File: src/rtl/rf_wb_arbiter.sv
// rf_wb_arbiter: round-robin writeback arbiter for the register file write port
module rf_wb_arbiter #(
    parameter int NUM_REQ = 3,
    parameter int DATA_W  = 32
) (
    input  logic                      clk,
    input  logic                      rst,
    input  logic [NUM_REQ-1:0]        req_valid,
    input  logic [4*NUM_REQ-1:0]      req_rd,
    input  logic [DATA_W*NUM_REQ-1:0] req_data,
    output logic [NUM_REQ-1:0]        req_ready,
    input  logic                      issue_valid,
    input  logic [3:0]                issue_rd,
    input  logic                      hold,
    output logic                      rf_write,
    output logic [3:0]                rf_rd,
    output logic [DATA_W-1:0]         rf_writeData,
    output logic [15:0]               busy,
    output logic                      err_spurious
);
    logic [1:0]         rr_ptr;
    logic [1:0]         gidx;
    logic [1:0]         idx;
    logic [2:0]         sum;
    logic               found;
    logic [NUM_REQ-1:0] gnt;
    logic               xfer;
    logic [15:0]        set_mask;
    logic [15:0]        clr_mask;

    // search from rr_ptr upward, wrapping modulo NUM_REQ, for the first valid requester
    always_comb begin
        found = 1'b0;
        gidx  = rr_ptr;
        sum   = '0;
        idx   = '0;
        gnt   = '0;
        for (int k = 0; k < NUM_REQ; k++) begin
            sum = {1'b0, rr_ptr} + 3'(k);
            if (int'(sum) >= NUM_REQ) sum = sum - 3'(NUM_REQ);
            idx = sum[1:0];
            if (!found && req_valid[idx]) begin
                found = 1'b1;
                gidx  = idx;
            end
        end
        if (found) gnt[gidx] = 1'b1;
        req_ready = (rst || hold) ? '0 : gnt;
        xfer      = |(req_valid & req_ready);
        set_mask  = issue_valid ? (16'd1 << issue_rd) : 16'd0;
        clr_mask  = rf_write ? (16'd1 << rf_rd) : 16'd0;
    end

    // output register, round-robin pointer, scoreboard (set beats clear) and sticky error
    always_ff @(posedge clk) begin
        if (rst) begin
            rf_write     <= 1'b0;
            rf_rd        <= '0;
            rf_writeData <= '0;
            busy         <= '0;
            err_spurious <= 1'b0;
            rr_ptr       <= '0;
        end else begin
            rf_write <= xfer;
            if (xfer) begin
                rf_rd        <= req_rd[{gidx, 2'b00} +: 4];
                rf_writeData <= req_data[int'(gidx)*DATA_W +: DATA_W];
                rr_ptr       <= (int'(gidx) == NUM_REQ-1) ? 2'd0 : gidx + 2'd1;
            end
            busy <= (busy & ~clr_mask) | set_mask;
            if (rf_write && !busy[rf_rd]) err_spurious <= 1'b1;
        end
    end
endmodule

File: config.mk
export PLATFORM = sky130hd
export DESIGN_NAME = rf_wb_arbiter
export DESIGN_NICKNAME = d
export VERILOG_FILES = /design/src/rtl/rf_wb_arbiter.sv
export SDC_FILE = /design/constraint.sdc
export NUM_CORES = 1
export LEC_CHECK = 0
export ABC_AREA = 1
export CORE_UTILIZATION = 40
export DETAILED_ROUTE_END_ITERATION = 8
export GPL_ROUTABILITY_DRIVEN = 0
export GPL_TIMING_DRIVEN = 0
export PLACE_DENSITY = 0.86
export SLEW_MARGIN = 20
export SYNTH_ARGS = -nofsm -noshare
export SYNTH_HDL_FRONTEND = slang
export SYNTH_SLANG_ARGS = --single-unit
File: constraint.sdc
create_clock -name clk -period 3.4 [get_ports clk]
set_input_delay 0.68 -clock clk [delete_from_list [all_inputs] [get_ports clk]]
set_output_delay 0.68 -clock clk [all_outputs]
set_load 0.1 [all_outputs]
==> flow_metrics.tcl <==
set metrics [dict create \
    rrSetupSlack_ps 840 \
    startpoint "rr_ptr[0]" \
    finalInstanceArea_um2 5852 \
    crit_path_max_incr_delay_ps 390 \
    antenna_cells 0 \
    hold_depth 2 \
    track_usage 0.2555 \
    path_delay_family "buffers and inverters" \
    grt_max_degree 18 \
    switchingPower_w 0.002109 \
    rsz0062_at_grt "false" \
    cp-endpoint "req_ready[1]" \
    cts_made_buffers 5 \
    final_cell_mix "nand2_1, clkdlybuf4s50_1, nand3_1" \
    cts_setup_buffers 0 \
    fmax_ghz 0.3061 \
    die_h_um 98.99 \
    clkSinkCount 56 \
    clk_latency_ps 310 \
    vdd_drop_max_mv 0.4220 \
    combPwrFrac 0.684 \
    synth_compound_area_frac 0.07250 \
    drt-initial-drc-count 203 \
    rows 35 \
    relSlewSlack 0.3222 \
    vias 4611 \
    slew_violations 0 \
    syn-mean-instance-area_um2 6.188 \
    synth.area.mux_share 0 \
    layout-drive-gt1-share 0.1113 \
    synthAdderAreaFrac 0.01330 \
    hp-class "reg2reg" \
    r2r_end "rf_writeData[12]" \
    setup_viol 0 \
    final-seq-area_um2 1124 \
    worstMarginPinSlew_ps 1013 \
    r2r_start "rr_ptr[0]" \
    h-tree-depth 2 \
    drc_errors 0 \
    clk_path_buf_depth 2 \
    finClkSkew_ps 7.036 \
    cts_tree "yes" \
    clk_pin_slew_ps 100 \
    path_depth 15 \
    drtAntennaViolNets 0 \
    path_cells "inv_1 > ha_4 > inv_2 > nand2_1 > nand3_2 > nand2_4 > nor2_4 > nand2_4 > inv_4 > nand2_1 > o21ai_2 > buf_6 > buf_8 > nor3_4 > buf_12" \
    core_area_um2 9196 \
    reg2regPathDepth 13 \
    power.share.clock 0.115 \
    critPathArrivalTime_ps 2590 \
    port-buffer-count 175 \
    dpl_worst_slack_ps -982.9 \
    grt-ovfl-total 0 \
    tns_ps 0 \
    fin_crit_ps 3267 \
    mappedNetlistArea_um2 3762 \
    crit_path_start_kind "flip-flop" \
    maxCapViolations 0 \
    synth_top_family_by_area "simple AND/OR/NAND/NOR gates" \
    whs_ps 494.1 \
    period_share 0.9610 \
    crit_slowest_cell "dfxtp_2" \
    status "finished, final reports clean" \
    ys_ff_latch 56 \
    multi_input_area_um2 2300 \
    total_power_w 0.003942 \
    root_buffer "clkbuf_8" \
    wirelength_um 12300 \
    nFillCells 826 \
    leakage_nw 2.623 \
    dieArea_um2 9798 \
    hold_viol_final 0 \
    grt_pass1_wl_um 20110 \
    power_switching_share 0.5350 \
    ios 176 \
    dp_hpwl_um 9627 \
    path_buf_inv 6 \
    start_util 0.4091 \
    yosys.area_share.simple 0.5085 \
    pwr_density_cell_nw_per_um2 673.7 \
    cp-end-kind "primary output" \
    final_common_cell "nand2_1" \
    crit_required_ps 2720 \
    yosysWarnings 0 \
    antenna_found_initial 0 \
    worstPathMaxFanout 10 \
    intPower_w 0.001833 \
    yosysUniqueCellTypes 29 \
    ctsHoldBuffers 0 \
    die_x_um 98.99 \
    wire_per_inst_um 13.64 \
    drt_pass1_iterations 5 \
    yosysSeqAreaShare 0.2980 \
    first_global_vias 4317 \
    final_nets 913 \
    power_frac_seq 0.202 \
    syn_nets 731 \
    crit_type "reg2out" \
    setup_slack_ps 132.6 \
    synthToLayoutAreaGrowth_pct 55.54 \
    postPlaceCellArea_um2 5677 \
    routed_via_density 5.112 \
    postSynthCellCount 608 \
    synth-xor-area-share 0 \
]
## layer usage
metal / global-route usage / vias to the layer above / share of wire
met5: 0 / - / 0
met2: 0.4739 / 217 / 0.50
met3: 0.04255 / 28 / 0.079
met4: 0.07807 / 0 / 0.022
met1: 0.2987 / 2048 / 0.39
li1: - / 2318 / -
## flip-flops by register name, summed over array words and instances (netlist names)
signal        count
rr_ptr            2
rf_rd             4
err_spurious      1
busy             16
rf_writeData     32
rf_write          1
## layout make-up
cell class,count,share of cell area
clock buffers,6,0.01240
plain buffers,31,0.03742
inverters,49,0.03186
flip-flops and latches,56,0.1920
repair buffers,175,0.3030
well taps,111,0.02373
clock inverters,2,0.006628
multi-input cells,472,0.3930
## worst min-delay path by stage
stage,endpoint,from
3_5_place_dp,rf_writeData[25],rf_writeData[25]
6_report,rf_writeData[18],rf_writeData[18]
4_1_cts,rf_writeData[20],rf_writeData[20]
5_1_grt,rf_writeData[28],rf_writeData[28]
2_1_floorplan,rr_ptr[1],rr_ptr[1]
3_3_place_gp,rf_writeData[28],rf_writeData[28]
## worst min-delay path, cell delays in order (launching register included)
cell and delay, ps:
dfxtp_1 330, nor2_1 90, nor2_1 50
## through the flow
stage,utilization,std cells
4_1_cts,0.6329,902
6_report,0.6363,902
5_1_grt,0.6363,902
2_1_floorplan,-,608
3_5_place_dp,0.6173,894
3_3_place_gp,0.6173,894
## synth_stat cells (all sizes together)
| cell type | n | share of area |
|---|---|---|
| o21a | 1 | 0.0020 |
| clkinv | 1 | 0.0010 |
| o21ai | 22 | 0.031 |
| nor2 | 73 | 0.081 |
| nand3 | 124 | 0.19 |
| a21oi | 19 | 0.025 |
| a22oi | 7 | 0.014 |
| ha | 4 | 0.013 |
| buf | 27 | 0.054 |
| inv | 48 | 0.049 |
| nand2 | 210 | 0.22 |
| nor3 | 12 | 0.019 |
| clkbuf | 4 | 0.0040 |
| dfxtp | 56 | 0.30 |
## cell families (layout without fill, tap and decap cells)
family,count (synthesis),in the layout
adder cells (fa/ha/maj),4,4
flip-flops,56,56
AO/OA/AOI/OAI,49,49
AND/OR/NAND/NOR,419,419
buffers and inverters,80,263
## power by group through the flow
stage | sequential (W) | combinational (W) | clock (W)
CTS | 0.000792 | 0.00267 | 0.000460
detailed placement | 0.000806 | 0.00264 | 0
global route | 0.000804 | 0.00293 | 0.000484
finish | 0.000795 | 0.00269 | 0.000453
floorplan | 0.00133 | 0.00145 | 0
global placement | 0.000803 | 0.00259 | 0
## repair_timing
action / in CTS / in global routing
pin swaps: 0 / 2
gates resized for setup: 29 / 9
endpoints found under the setup margin: 3 / 3
endpoints found under the hold margin: 0 / 0
No activity file was read; power rests on OpenSTA's default activity.
